<file path="src/rtl/mem_port_arbiter_if.sv">
// Bundle of the two requester ports and the shared memory port around mem_port_arbiter.
// Handshake: a requester raises *_req with stable fields and holds them until the
// single-cycle *_gnt; read data returns later as a single-cycle *_rvalid with *_rdata.
interface mem_port_arbiter_if #(parameter int ADDR_W = 32);
  logic              c_req;
  logic [ADDR_W-1:0] c_addr;
  logic [31:0]       c_wdata;
  logic              c_wren;
  logic [2:0]        c_funct3;
  logic              c_gnt;
  logic              c_rvalid;
  logic [31:0]       c_rdata;

  logic              e_req;
  logic [ADDR_W-1:0] e_addr;
  logic [31:0]       e_wdata;
  logic              e_wren;
  logic [2:0]        e_funct3;
  logic              e_gnt;
  logic              e_rvalid;
  logic [31:0]       e_rdata;

  logic [ADDR_W-1:0] mem_addr;
  logic [31:0]       mem_wdata;
  logic              mem_wren;
  logic [2:0]        mem_funct3;
  logic [31:0]       mem_rdata;

  logic [1:0]        dbg_state;

  // Arbiter side
  modport slave (
    input  c_req, c_addr, c_wdata, c_wren, c_funct3,
    output c_gnt, c_rvalid, c_rdata,
    input  e_req, e_addr, e_wdata, e_wren, e_funct3,
    output e_gnt, e_rvalid, e_rdata,
    output mem_addr, mem_wdata, mem_wren, mem_funct3,
    input  mem_rdata,
    output dbg_state
  );

  // Requesters and memory side
  modport master (
    output c_req, c_addr, c_wdata, c_wren, c_funct3,
    input  c_gnt, c_rvalid, c_rdata,
    output e_req, e_addr, e_wdata, e_wren, e_funct3,
    input  e_gnt, e_rvalid, e_rdata,
    input  mem_addr, mem_wdata, mem_wren, mem_funct3,
    output mem_rdata,
    input  dbg_state
  );
endinterface

</file>
<file path="src/rtl/mem_port_arbiter.sv">
// Two-requester round-robin arbiter for the unified instruction/data memory port.
// One access in flight at a time; mem_* are driven from registered copies of the request.
module mem_port_arbiter #(
  parameter int ADDR_W = 32,
  parameter int RD_LAT = 1
) (
  input logic             clk,
  input logic             reset,
  mem_port_arbiter_if.slave bus
);
  localparam logic [1:0] S_IDLE  = 2'd0;
  localparam logic [1:0] S_ISSUE = 2'd1;
  localparam logic [1:0] S_WAIT  = 2'd2;
  localparam logic [2:0] LAT3    = 3'(RD_LAT);

  logic [1:0]        state_q, state_d;
  logic [2:0]        cnt_q, cnt_d;
  logic              win_e_q, win_e_d;
  logic              last_e_q, last_e_d;
  logic [ADDR_W-1:0] addr_q, addr_d;
  logic [31:0]       wdata_q, wdata_d;
  logic              wren_q, wren_d;
  logic [2:0]        funct3_q, funct3_d;
  logic [31:0]       c_rdata_q, c_rdata_d;
  logic [31:0]       e_rdata_q, e_rdata_d;
  logic              c_rvalid_q, c_rvalid_d;
  logic              e_rvalid_q, e_rvalid_d;
  logic              pick_e;

  always_comb begin
    state_d    = state_q;
    cnt_d      = cnt_q;
    win_e_d    = win_e_q;
    last_e_d   = last_e_q;
    addr_d     = addr_q;
    wdata_d    = wdata_q;
    wren_d     = wren_q;
    funct3_d   = funct3_q;
    c_rdata_d  = c_rdata_q;
    e_rdata_d  = e_rdata_q;
    c_rvalid_d = 1'b0;
    e_rvalid_d = 1'b0;
    // E wins only when alone or when the core had the previous grant
    pick_e     = bus.e_req & (~bus.c_req | ~last_e_q);

    case (state_q)
      S_IDLE: begin
        if (bus.c_req | bus.e_req) begin
          state_d  = S_ISSUE;
          win_e_d  = pick_e;
          last_e_d = pick_e;
          addr_d   = pick_e ? bus.e_addr   : bus.c_addr;
          wdata_d  = pick_e ? bus.e_wdata  : bus.c_wdata;
          wren_d   = pick_e ? bus.e_wren   : bus.c_wren;
          funct3_d = pick_e ? bus.e_funct3 : bus.c_funct3;
        end
      end
      S_ISSUE: begin
        if (wren_q) begin
          state_d = S_IDLE;
        end else begin
          state_d = S_WAIT;
          cnt_d   = 3'd1;
        end
      end
      S_WAIT: begin
        if (cnt_q == LAT3) begin
          state_d = S_IDLE;
          if (win_e_q) begin
            e_rdata_d  = bus.mem_rdata;
            e_rvalid_d = 1'b1;
          end else begin
            c_rdata_d  = bus.mem_rdata;
            c_rvalid_d = 1'b1;
          end
        end else begin
          cnt_d = cnt_q + 3'd1;
        end
      end
      default: state_d = S_IDLE;
    endcase
  end

  always_ff @(posedge clk) begin
    if (reset) begin
      state_q    <= S_IDLE;
      cnt_q      <= 3'd0;
      win_e_q    <= 1'b0;
      last_e_q   <= 1'b1;
      addr_q     <= '0;
      wdata_q    <= '0;
      wren_q     <= 1'b0;
      funct3_q   <= 3'd0;
      c_rdata_q  <= '0;
      e_rdata_q  <= '0;
      c_rvalid_q <= 1'b0;
      e_rvalid_q <= 1'b0;
    end else begin
      state_q    <= state_d;
      cnt_q      <= cnt_d;
      win_e_q    <= win_e_d;
      last_e_q   <= last_e_d;
      addr_q     <= addr_d;
      wdata_q    <= wdata_d;
      wren_q     <= wren_d;
      funct3_q   <= funct3_d;
      c_rdata_q  <= c_rdata_d;
      e_rdata_q  <= e_rdata_d;
      c_rvalid_q <= c_rvalid_d;
      e_rvalid_q <= e_rvalid_d;
    end
  end

  assign bus.c_gnt      = (state_q == S_ISSUE) & ~win_e_q;
  assign bus.e_gnt      = (state_q == S_ISSUE) &  win_e_q;
  assign bus.c_rvalid   = c_rvalid_q;
  assign bus.e_rvalid   = e_rvalid_q;
  assign bus.c_rdata    = c_rdata_q;
  assign bus.e_rdata    = e_rdata_q;
  assign bus.mem_addr   = addr_q;
  assign bus.mem_wdata  = wdata_q;
  assign bus.mem_funct3 = funct3_q;
  assign bus.mem_wren   = (state_q == S_ISSUE) & wren_q;
  assign bus.dbg_state  = state_q;
endmodule
</file>
<file path="src/flat_wrapper.sv">
// flat-port wrapper written by rule: the top's interface ports become plain ports
module mem_port_arbiter_flat 
#(
  parameter int ADDR_W = 32,
  parameter int RD_LAT = 1
)
  (clk, reset, bus_c_req, bus_c_addr, bus_c_wdata, bus_c_wren, bus_c_funct3, bus_c_gnt, bus_c_rvalid, bus_c_rdata, bus_e_req, bus_e_addr, bus_e_wdata, bus_e_wren, bus_e_funct3, bus_e_gnt, bus_e_rvalid, bus_e_rdata, bus_mem_addr, bus_mem_wdata, bus_mem_wren, bus_mem_funct3, bus_mem_rdata, bus_dbg_state);
  mem_port_arbiter_if #(.ADDR_W(ADDR_W)) bus_i ();
  input logic clk;
  input logic reset;
  input wire logic [$bits(bus_i.c_req)-1:0] bus_c_req;
  input wire logic [$bits(bus_i.c_addr)-1:0] bus_c_addr;
  input wire logic [$bits(bus_i.c_wdata)-1:0] bus_c_wdata;
  input wire logic [$bits(bus_i.c_wren)-1:0] bus_c_wren;
  input wire logic [$bits(bus_i.c_funct3)-1:0] bus_c_funct3;
  output wire logic [$bits(bus_i.c_gnt)-1:0] bus_c_gnt;
  output wire logic [$bits(bus_i.c_rvalid)-1:0] bus_c_rvalid;
  output wire logic [$bits(bus_i.c_rdata)-1:0] bus_c_rdata;
  input wire logic [$bits(bus_i.e_req)-1:0] bus_e_req;
  input wire logic [$bits(bus_i.e_addr)-1:0] bus_e_addr;
  input wire logic [$bits(bus_i.e_wdata)-1:0] bus_e_wdata;
  input wire logic [$bits(bus_i.e_wren)-1:0] bus_e_wren;
  input wire logic [$bits(bus_i.e_funct3)-1:0] bus_e_funct3;
  output wire logic [$bits(bus_i.e_gnt)-1:0] bus_e_gnt;
  output wire logic [$bits(bus_i.e_rvalid)-1:0] bus_e_rvalid;
  output wire logic [$bits(bus_i.e_rdata)-1:0] bus_e_rdata;
  output wire logic [$bits(bus_i.mem_addr)-1:0] bus_mem_addr;
  output wire logic [$bits(bus_i.mem_wdata)-1:0] bus_mem_wdata;
  output wire logic [$bits(bus_i.mem_wren)-1:0] bus_mem_wren;
  output wire logic [$bits(bus_i.mem_funct3)-1:0] bus_mem_funct3;
  input wire logic [$bits(bus_i.mem_rdata)-1:0] bus_mem_rdata;
  output wire logic [$bits(bus_i.dbg_state)-1:0] bus_dbg_state;
  assign bus_i.c_req = bus_c_req;
  assign bus_i.c_addr = bus_c_addr;
  assign bus_i.c_wdata = bus_c_wdata;
  assign bus_i.c_wren = bus_c_wren;
  assign bus_i.c_funct3 = bus_c_funct3;
  assign bus_c_gnt = bus_i.c_gnt;
  assign bus_c_rvalid = bus_i.c_rvalid;
  assign bus_c_rdata = bus_i.c_rdata;
  assign bus_i.e_req = bus_e_req;
  assign bus_i.e_addr = bus_e_addr;
  assign bus_i.e_wdata = bus_e_wdata;
  assign bus_i.e_wren = bus_e_wren;
  assign bus_i.e_funct3 = bus_e_funct3;
  assign bus_e_gnt = bus_i.e_gnt;
  assign bus_e_rvalid = bus_i.e_rvalid;
  assign bus_e_rdata = bus_i.e_rdata;
  assign bus_mem_addr = bus_i.mem_addr;
  assign bus_mem_wdata = bus_i.mem_wdata;
  assign bus_mem_wren = bus_i.mem_wren;
  assign bus_mem_funct3 = bus_i.mem_funct3;
  assign bus_i.mem_rdata = bus_mem_rdata;
  assign bus_dbg_state = bus_i.dbg_state;
  mem_port_arbiter #(.ADDR_W(ADDR_W), .RD_LAT(RD_LAT)) u_core (.clk(clk), .reset(reset), .bus(bus_i));
endmodule
</file>
<file path="config.mk">
export PLATFORM = sky130hd
export DESIGN_NAME = mem_port_arbiter_flat
export DESIGN_NICKNAME = d
export VERILOG_FILES = /design/src/rtl/mem_port_arbiter_if.sv /design/src/rtl/mem_port_arbiter.sv /design/src/flat_wrapper.sv
export SDC_FILE = /design/constraint.sdc
export NUM_CORES = 1
export LEC_CHECK = 0
export CELL_PAD_IN_SITES_DETAIL_PLACEMENT = 1
export CELL_PAD_IN_SITES_GLOBAL_PLACEMENT = 2
export CORE_MARGIN = 5
export CORE_UTILIZATION = 31
export CTS_BUF_LIST = sky130_fd_sc_hd__clkbuf_8
export DETAILED_ROUTE_END_ITERATION = 10
export DONT_BUFFER_PORTS = 1
export GPL_TIMING_DRIVEN = 0
export HOLD_SLACK_MARGIN = 0.02
export PLACE_DENSITY = 0.87
export SYNTH_ARGS = -nofsm -noshare
export SYNTH_HDL_FRONTEND = slang
export SYNTH_SLANG_ARGS = --single-unit
</file>
<file path="constraint.sdc">
create_clock -name clk -period 1.4 [get_ports clk]
set_input_delay 0.42 -clock clk [delete_from_list [all_inputs] [get_ports clk]]
set_output_delay 0.42 -clock clk [all_outputs]
set_load 0.03 [all_outputs]
</file>
Yosys cells after proc, flatten, opt, wreduce, memory -nomap -nowiden:

Cells that the tools add are included.

* register bits after elaboration: 141
* bits of input ports: 172
* output and inout bits: 138
* logic and storage cells: 52

* $add $sub $neg: 1
* equal/unequal tests: 7
* muxes and demuxes: 13
* bitwise operators: 11
* reductions and logical operators: 8

Operators by type and width (number)
* $mux 32: 2
* $mux 3: 3
* $reduce_and 3->1: 3
* $mux 2: 3
* $pmux 2 s3: 1
* $pmux 3 s2: 1
* $not 1->1: 5
* $and 1x1->1: 4
* $ne 2x1->1 const B: 2
* $ne 2x2->1 const B: 2
* $reduce_and 2->1: 2
* $add 3x1->3 const B: 1
* $eq 3x1->1 const B: 1
* $mux 1: 3
* $reduce_or 3->1: 1
* $eq 2x1->1 const B: 1
* $eq 2x2->1 const B: 1
* $logic_not 2->1: 1
* $or 1x1->1: 2
* $reduce_bool 2->1: 1

Longest topological paths before layout:

Gate-level depths: netlist of run 1.

* depth after elaboration: 4
* gate-level depth with buffers: 8
* gate-level depth less buffers: 5

Least setup slack after synthesis of run 1:

No wires, ideal clock.

* path kind: register to register
* from: reg u_core.state_q[0] (netlist: u_core.bus.dbg_state[0])
* to: reg u_core.cnt_q[1]
* library setup time: 116 ps
* arrival time: 1639 ps
* data required time: 1284 ps
* setup slack: -355 ps
* stages on the path, launching flop included: 6
* buffers on the path: 0
* period minus slack after synthesis: 1755 ps
* cell sequence: dfxtp_1 > inv_1 > ha_1 > a21boi_0 > a211oi_1 > a41o_1

* word-level cells in the longest chain between the ends: 3

RTL lines
* start, declared: RTL line mem_port_arbiter.sv:16 `logic [1:0] state_q, state_d;`
* start signal, assigned: RTL line mem_port_arbiter.sv:99 `state_q <= state_d;`
* $eq 2x1->1 or $eq 2x2->1 (tied branches): RTL line mem_port_arbiter.sv:46 `case (state_q)`
* $ne 2x2->1 (no line) or $reduce_bool 2->1 (tied branches)
* $reduce_and 3->1 (no line)
* end signal, assigned: RTL line mem_port_arbiter.sv:100 `cnt_q <= cnt_d;`
* end, declared: RTL line mem_port_arbiter.sv:17 `logic [2:0] cnt_q, cnt_d;`

Parallel ways exist; a longest one is shown, timed or not.
A chain may end at the register's enable or synchronous reset.

Worst setup path after layout of run 1:

* from: reg u_core.state_q[1] (netlist: u_core.bus.dbg_state[1])
* to: out bus_c_gnt

* word-level cells in the longest chain between the ends: 2

RTL lines
* $eq 2x1->1: RTL line mem_port_arbiter.sv:114 `assign bus.c_gnt = (state_q == S_ISSUE) & ~win_e_q;`
* $and 1x1->1: RTL line mem_port_arbiter.sv:114
* end, declared: RTL line flat_wrapper.sv:16 `output wire logic [$bits(bus_i.c_gnt)-1:0] bus_c_gnt;`

No other way between the ends.

==> results of run 1 <==
[metrics by stage]
| step | utilization [%] | area, um^2 | worst slack (ns) | setup TNS, ns | hold WS [ns] |
|---|---|---|---|---|---|
| global route | 47.8 | 8590 | -0.392 | -39.49 | 0.0632 |
| floorplan | - | 5770 | -0.0303 | -1.25 | 0.505 |
| finish | 47.8 | 8590 | -0.336 | -29.73 | 0.0994 |
| CTS | 46.1 | 8290 | -0.391 | -32.74 | 0.0622 |
| global placement | 33.7 | 6060 | -0.761 | -71.87 | 0.544 |
| detailed placement | 33.7 | 6060 | -0.824 | -75.69 | 0.565 |
[layout make-up]
cell class                      instances  area, um^2  share of cell area [%]
Multi-Input combinational cell        508        3460                    40.3
Sequential cell                       141        3000                    34.9
Timing Repair Buffer                   58         816                    9.49
Buffer                                 59         624                    7.27
Tap cell                              229         287                    3.33
Clock buffer                           18         248                    2.88
Clock inverter                         13         140                    1.63
Inverter                                4        20.0                   0.233
[routing by layer]
layer | part of all wire, % | wire length [um] | track usage, % | vias up
li1 | - | - | - | 2582
met4 | 1.5 | 364 | 5.83 | 0
met5 | 0 | 0 | 0 | -
met1 | 37 | 8920 | 23.7 | 2677
met3 | 10 | 2410 | 9.54 | 24
met2 | 51 | 12400 | 39.1 | 238
[path summary, 6_finish.rpt]
check                                        startpoint  depth (start not counted)                  endpoint  slack (ns)
worst min-delay path                  bus_mem_rdata[19]                          2    u_core.bus.c_rdata[19]         0.1
worst min register to register    u_core.bus.c_rdata[0]                          2     u_core.bus.c_rdata[0]        0.54
worst max-delay path            u_core.bus.dbg_state[1]                          3                 bus_c_gnt       -0.34
worst max register to register  u_core.bus.dbg_state[1]                         10  u_core.bus.mem_funct3[1]       -0.32
[worst max-delay path: stages (launching register included)]
cell and delay, ns:
dfxtp_4 0.41, inv_4 0.08, ha_4 0.14, nor2b_4 0.26
[layout by cell type, fill, tap and decap left out, drive strengths merged, types with 3 or more instances in the layout]
cell type	count
nand2	196
clkinv	5
nand2b	3
a211oi	69
a21oi	134
clkbuf	43
nor2	73
clkinvlp	4
inv	6
ha	5
buf	92
dfxtp	141
[repair_timing]
item / 4_1_cts / 5_1_grt
hold buffers: 0 / 0
setup buffers: 35 / 6
endpoints found under the setup margin: 273 / 145
gates resized for setup: 414 / 88
cloned: 18 / 2
pin swaps: 86 / 39
[registers in the layout, summed over array words and instances (netlist names), 2 cells and up]
name / count
u_core.bus.mem_funct3: 3
u_core.bus.c_rdata: 32
u_core.bus.e_rdata: 32
u_core.cnt_q: 3
u_core.bus.mem_wdata: 32
u_core.bus.dbg_state: 2
u_core.bus.mem_addr: 32
[power breakdown]
group          total, uW  internal, uW  switching (uW)
Sequential          5730          4500            1220
Combinational       3560          1770            1790
Clock               3350          1630            1720
Total              12600          7900            4740
[kinds of logic after synthesis]
family / Yosys count / share of synthesized area, %
fa+ha+maj: 5 / 1.11
simple gates: 286 / 20.1
mux: 1 / 0.177
flops: 141 / 49.9
compound gates: 216 / 23.1
buf+inv: 66 / 5.64
==> flow_metrics.py, run 1 <==
metrics = {
    "status": {
        "status": "finished with violations",
        "violations": "setup timing",
    },
    "global_route": {
        "grtUsageTotal_pct": 21.9,
        "grt_pass1_vias": 5966,
        "grt_max_degree": 17,
        "antenna_found_initial": 0,
        "grt_pass1_wl_um": 36600,
        "grt.overflow.total": 0,
    },
    "floorplanning": {
        "start_util_pct": 31.5,
        "num_rows": 49,
        "fp.dieH_um": 145,
        "die_area_um2": 21000,
        "die_width_um": 145,
        "coreArea_um2": 18000,
        "design.portCount": 310,
    },
    "timing": {
        "fmax_mhz": 576,
        "finalSetupViolCount": 143,
        "finalCritPeriodShare_pct": 124,
        "rsz0062_at_grt": "yes",
        "finalHoldViolCount": 0,
        "maxSlewHeadroom_pct": 51.2,
        "slew_violations": 0,
        "clock_skew_ns": 0.0154,
        "period_needed_ns": 1.74,
        "tightest_slew_ns": 0.733,
        "finalWorstSetupSlack_ns": -0.336,
    },
    "layout": {
        "insertedDiodeCount": 0,
        "drive_gt1_share_pct": 59.6,
        "finalNetCount": 966,
        "final_cell_count_no_fill": 1030,
        "syn2layout_area_growth_pct": 52.0,
        "fill_cells": 2030,
    },
    "clocking": {
        "cts.clk_slew.worst_paths_ns": 0.09,
        "cts_max_path_buffers": 2,
        "clk_latency_ns": 0.44,
        "h-tree-depth": 4,
        "tritoncts": "done",
        "clock_sinks": 141,
        "root_buffer": "clkbuf_8",
        "numCtsBuffers": 17,
    },
    "setup_path": {
        "critical_path_class": "reg -> out",
        "worstPathRequired_ns": 0.98,
        "startpoint_type": "flip-flop",
        "arrival_ns": 1.32,
        "cp-end-kind": "primary output",
        "crit_path_max_fanout": 4,
    },
    "placement": {
        "dp_cells": 944,
        "dp_hpwl_um": 15800,
        "io_buffers": 0,
        "routabilityCongestion": 0.800,
    },
    "route": {
        "initialDrtViolationCount": 168,
        "dr.pass1.iters": 4,
        "avgViaCountPerCell": 5.36,
        "vias": 5521,
        "route.detailed.drc": 0,
        "ant_nets": 0,
        "wl_per_cell_um": 23.4,
        "wl_um": 24100,
    },
    "synthesis": {
        "synthCells": 715,
        "synth_seq_cells": 141,
        "synth_warnings": 0,
        "synthFlopType": "dfxtp_1",
        "synthTopCellsByCount": "nand2_1 (196), dfxtp_1 (141), a21oi_1 (134), nor2_1 (73), a211oi_1 (69)",
        "synthArstFlopShare_pct": 0,
        "synth_nets": 892,
        "yosysSeqAreaShare_pct": 49.9,
        "synth_edf_count": 0,
        "yosys.area.top_type": "dfxtp_1",
        "yosysMostFrequentCell": "nand2_1",
        "yosysUniqueCellTypes": 37,
        "synth_area_per_cell_um2": 7.91,
        "synth_area_leaders": "dfxtp_1 (50%), nand2_1 (13%), a21oi_1 (12%), a211oi_1 (9.2%), nor2_1 (4.8%)",
        "netlist.area_leader.share_pct": 49.9,
        "netlist_area_um2": 5650,
    },
    "power_and_ir_drop": {
        "leakage_uw": 0.00310,
        "powerDensity_nw_per_um2": 1470,
        "max-vdd-ir-drop_mv": 0.711,
        "p_total_uw": 12600,
    },
    "worst_hold_path": {
        "hold_class": "in -> reg",
    },
    "job": {
        "max-cap-violations": 0,
    },
}
Note: power is estimated with default switching activity, not from simulation.
==> inputs of run 2 (changes only) <==
--- a/config.mk
+++ b/config.mk
@@ -8,13 +8,13 @@
 export CELL_PAD_IN_SITES_DETAIL_PLACEMENT = 1
 export CELL_PAD_IN_SITES_GLOBAL_PLACEMENT = 2
 export CORE_MARGIN = 5
-export CORE_UTILIZATION = 31
+export CORE_UTILIZATION = 34
 export CTS_BUF_LIST = sky130_fd_sc_hd__clkbuf_8
 export DETAILED_ROUTE_END_ITERATION = 10
 export DONT_BUFFER_PORTS = 1
 export GPL_TIMING_DRIVEN = 0
 export HOLD_SLACK_MARGIN = 0.02
-export PLACE_DENSITY = 0.87
+export PLACE_DENSITY = 0.9
 export SYNTH_ARGS = -nofsm -noshare
 export SYNTH_HDL_FRONTEND = slang
 export SYNTH_SLANG_ARGS = --single-unit
==> constraint.sdc (replaced) <==
create_clock -name clk -period 1.6 [get_ports clk]
set_input_delay 0.48 -clock clk [delete_from_list [all_inputs] [get_ports clk]]
set_output_delay 0.48 -clock clk [all_outputs]
set_load 0.03 [all_outputs]
==> run 2 against run 1 <==
Against the previous run: the run still ends with setup timing left; global-route usage down 0.96 points; count of clock-buffer cells in the layout stayed put; combinational power down 52%; clock skew is 0.0036 ns lower; highest routed layer unchanged; final cell count decreased by 5.5%; critical endpoint is now bus_e_gnt; critical path type unchanged; core utilization is 6.8 points lower.
==> flow_metrics.py, run 2 (same netlist as run 1, synthesis figures left out) <==
metrics = {
    "placement": {
        "io_buffers": 0,
        "dp_slack_ns": -0.617,
        "routabilityCongestion": 0.822,
        "dp_hpwl_um": 16300,
    },
    "global_route": {
        "use_met3_pct": 10.9,
        "grt.overflow.total": 0,
        "grt_pass1_wl_um": 32200,
        "grt_use_met1_pct": 19.9,
        "grt_pass1_vias": 5709,
        "grt_max_degree": 17,
        "antenna_found_initial": 0,
        "grtUsageTotal_pct": 20.9,
        "met2_usage_pct": 39.0,
        "busiest_layer": "met2",
    },
    "timing": {
        "slew_violations": 0,
        "finalHoldViolCount": 0,
        "clock_skew_ns": 0.0118,
        "finalCritPeriodShare_pct": 117,
        "maxSlewHeadroom_pct": 64.4,
        "period_needed_ns": 1.87,
        "finalSetupViolCount": 85,
        "fmax_mhz": 534,
        "finalWorstSetupSlack_ns": -0.274,
        "rsz0062_at_grt": "yes",
        "tightest_slew_ns": 0.533,
    },
    "setup_path": {
        "crit_slowest_cell": "dfxtp_4",
        "r2r_slack_ns": -0.17,
        "worstPathRequired_ns": 1.12,
        "crit_buf_inv": 1,
        "rr_worst_depth": 5,
        "worstSetupEndpoint": "bus_e_gnt",
        "path_delay_family": "flip-flops",
        "regToRegStartpoint": "u_core.bus.dbg_state[0]",
        "arrival_ns": 1.39,
        "crit_chain": "inv_4 -> ha_4 -> and2_2",
        "cp.depth": 3,
        "cp-end-kind": "primary output",
        "crit_path_max_fanout": 5,
        "crit_path_start": "u_core.bus.dbg_state[1]",
        "rr_endpoint": "u_core.cnt_q[1]",
        "startpoint_type": "flip-flop",
        "cp_slowest_stage_delay_ns": 0.45,
        "critical_path_class": "reg -> out",
    },
    "floorplanning": {
        "die_area_um2": 19300,
        "die_width_um": 139,
        "fp.dieH_um": 139,
        "design.portCount": 310,
        "start_util_pct": 34.3,
        "num_rows": 47,
        "coreArea_um2": 16500,
    },
    "power_and_ir_drop": {
        "leakage_uw": 0.00253,
        "p_total_uw": 9860,
        "max-vdd-ir-drop_mv": 0.628,
        "powerDensity_nw_per_um2": 1460,
    },
    "route": {
        "route.detailed.drc": 0,
        "initialDrtViolationCount": 118,
        "wl_per_cell_um": 21.5,
        "wl_um": 20900,
        "dr.pass1.iters": 4,
        "avgViaCountPerCell": 5.38,
        "ant_nets": 0,
        "vias": 5234,
    },
    "clocking": {
        "tritoncts": "done",
        "cts.clk_slew.worst_paths_ns": 0.09,
        "cts_max_path_buffers": 2,
        "root_buffer": "clkbuf_8",
        "h-tree-depth": 4,
        "numCtsBuffers": 17,
        "clock_sinks": 141,
        "clk_latency_ns": 0.44,
    },
    "layout": {
        "finalNetCount": 917,
        "fill_cells": 1989,
        "layout_common_cells": "nand2_1 (196), dfxtp_1 (139), a21oi_1 (126)",
        "utilization_pct": 41.0,
        "syn2layout_area_growth_pct": 19.5,
        "insertedDiodeCount": 0,
        "mostFrequentLayoutCell": "nand2_1",
        "drive_gt1_share_pct": 16.2,
    },
    "job": {
        "max-cap-violations": 0,
    },
    "status": {
        "status": "finished with violations",
        "violations": "setup timing",
    },
    "worst_hold_path": {
        "hold_class": "in -> reg",
    },
}
## run 2: stage by stage
| stage | hold WS (ns) | cells | setup TNS (ns) | cell area (um^2) |
|---|---|---|---|---|
| 2_1_floorplan | 0.494 | 715 | 0 | 5660 |
| 3_3_place_gp | 0.525 | 935 | -52.24 | 5940 |
| 3_5_place_dp | 0.544 | 935 | -60.90 | 5940 |
| 4_1_cts | 0.131 | 973 | -7.86 | 6690 |
| 5_1_grt | 0.140 | 973 | -14.46 | 6760 |
| 6_report | 0.167 | 973 | -5.21 | 6760 |
## run 2: worst min path at each step
stage	start	end	slack [ns]	cells after the start
global route	bus_mem_rdata[20]	u_core.bus.e_rdata[20]	0.14	2
finish	bus_mem_rdata[4]	u_core.bus.c_rdata[4]	0.17	2
global placement	u_core.cnt_q[0]	u_core.cnt_q[0]	0.53	2
CTS	bus_mem_rdata[4]	u_core.bus.c_rdata[4]	0.13	2
detailed placement	u_core.wren_q	u_core.wren_q	0.54	2
floorplan	u_core.wren_q	u_core.wren_q	0.49	2
## run 2: repair_timing
item                                    4_1_cts  5_1_grt
endpoints found under the setup margin      142      134
gates cloned                                  1        0
hold buffers                                  0        0
setup buffers                                 6        0
pin swaps                                     2        4
resized for setup                            74       19
## run 2: where the power goes
group | total, uW | switching, uW | internal [uW]
Clock | 3330 | 1540 | 1790
Combinational | 1710 | 1010 | 699
Sequential | 4810 | 950 | 3860
Total | 9860 | 3510 | 6350
## run 2: worst register-to-register path: stages, from the launching register on
cell and delay [ns]:
dfxtp_4 0.45, inv_2 0.07, ha_2 0.30, a21boi_1 0.44
a211oi_1 0.17, a41o_1 0.23
## run 2: cell type report
| type | instances | area, um^2 | area share, % |
|---|---|---|---|
| repair buffers | 7 | 78.8 | 1.17 |
| flip-flops and latches | 141 | 2830 | 41.9 |
| plain buffers | 61 | 463 | 6.85 |
| well taps | 220 | 275 | 4.07 |
| clock buffers | 18 | 248 | 3.67 |
| multi-input cells | 508 | 2640 | 39.0 |
| inverters | 4 | 17.5 | 0.259 |
| clock inverters | 14 | 206 | 3.05 |
## run 2: routing by layer
layer	share of wire, %	vias to the layer above
li1	-	2467
met1	35	2516
met2	52	227
met3	12	24
met4	1.8	0
met5	0	-
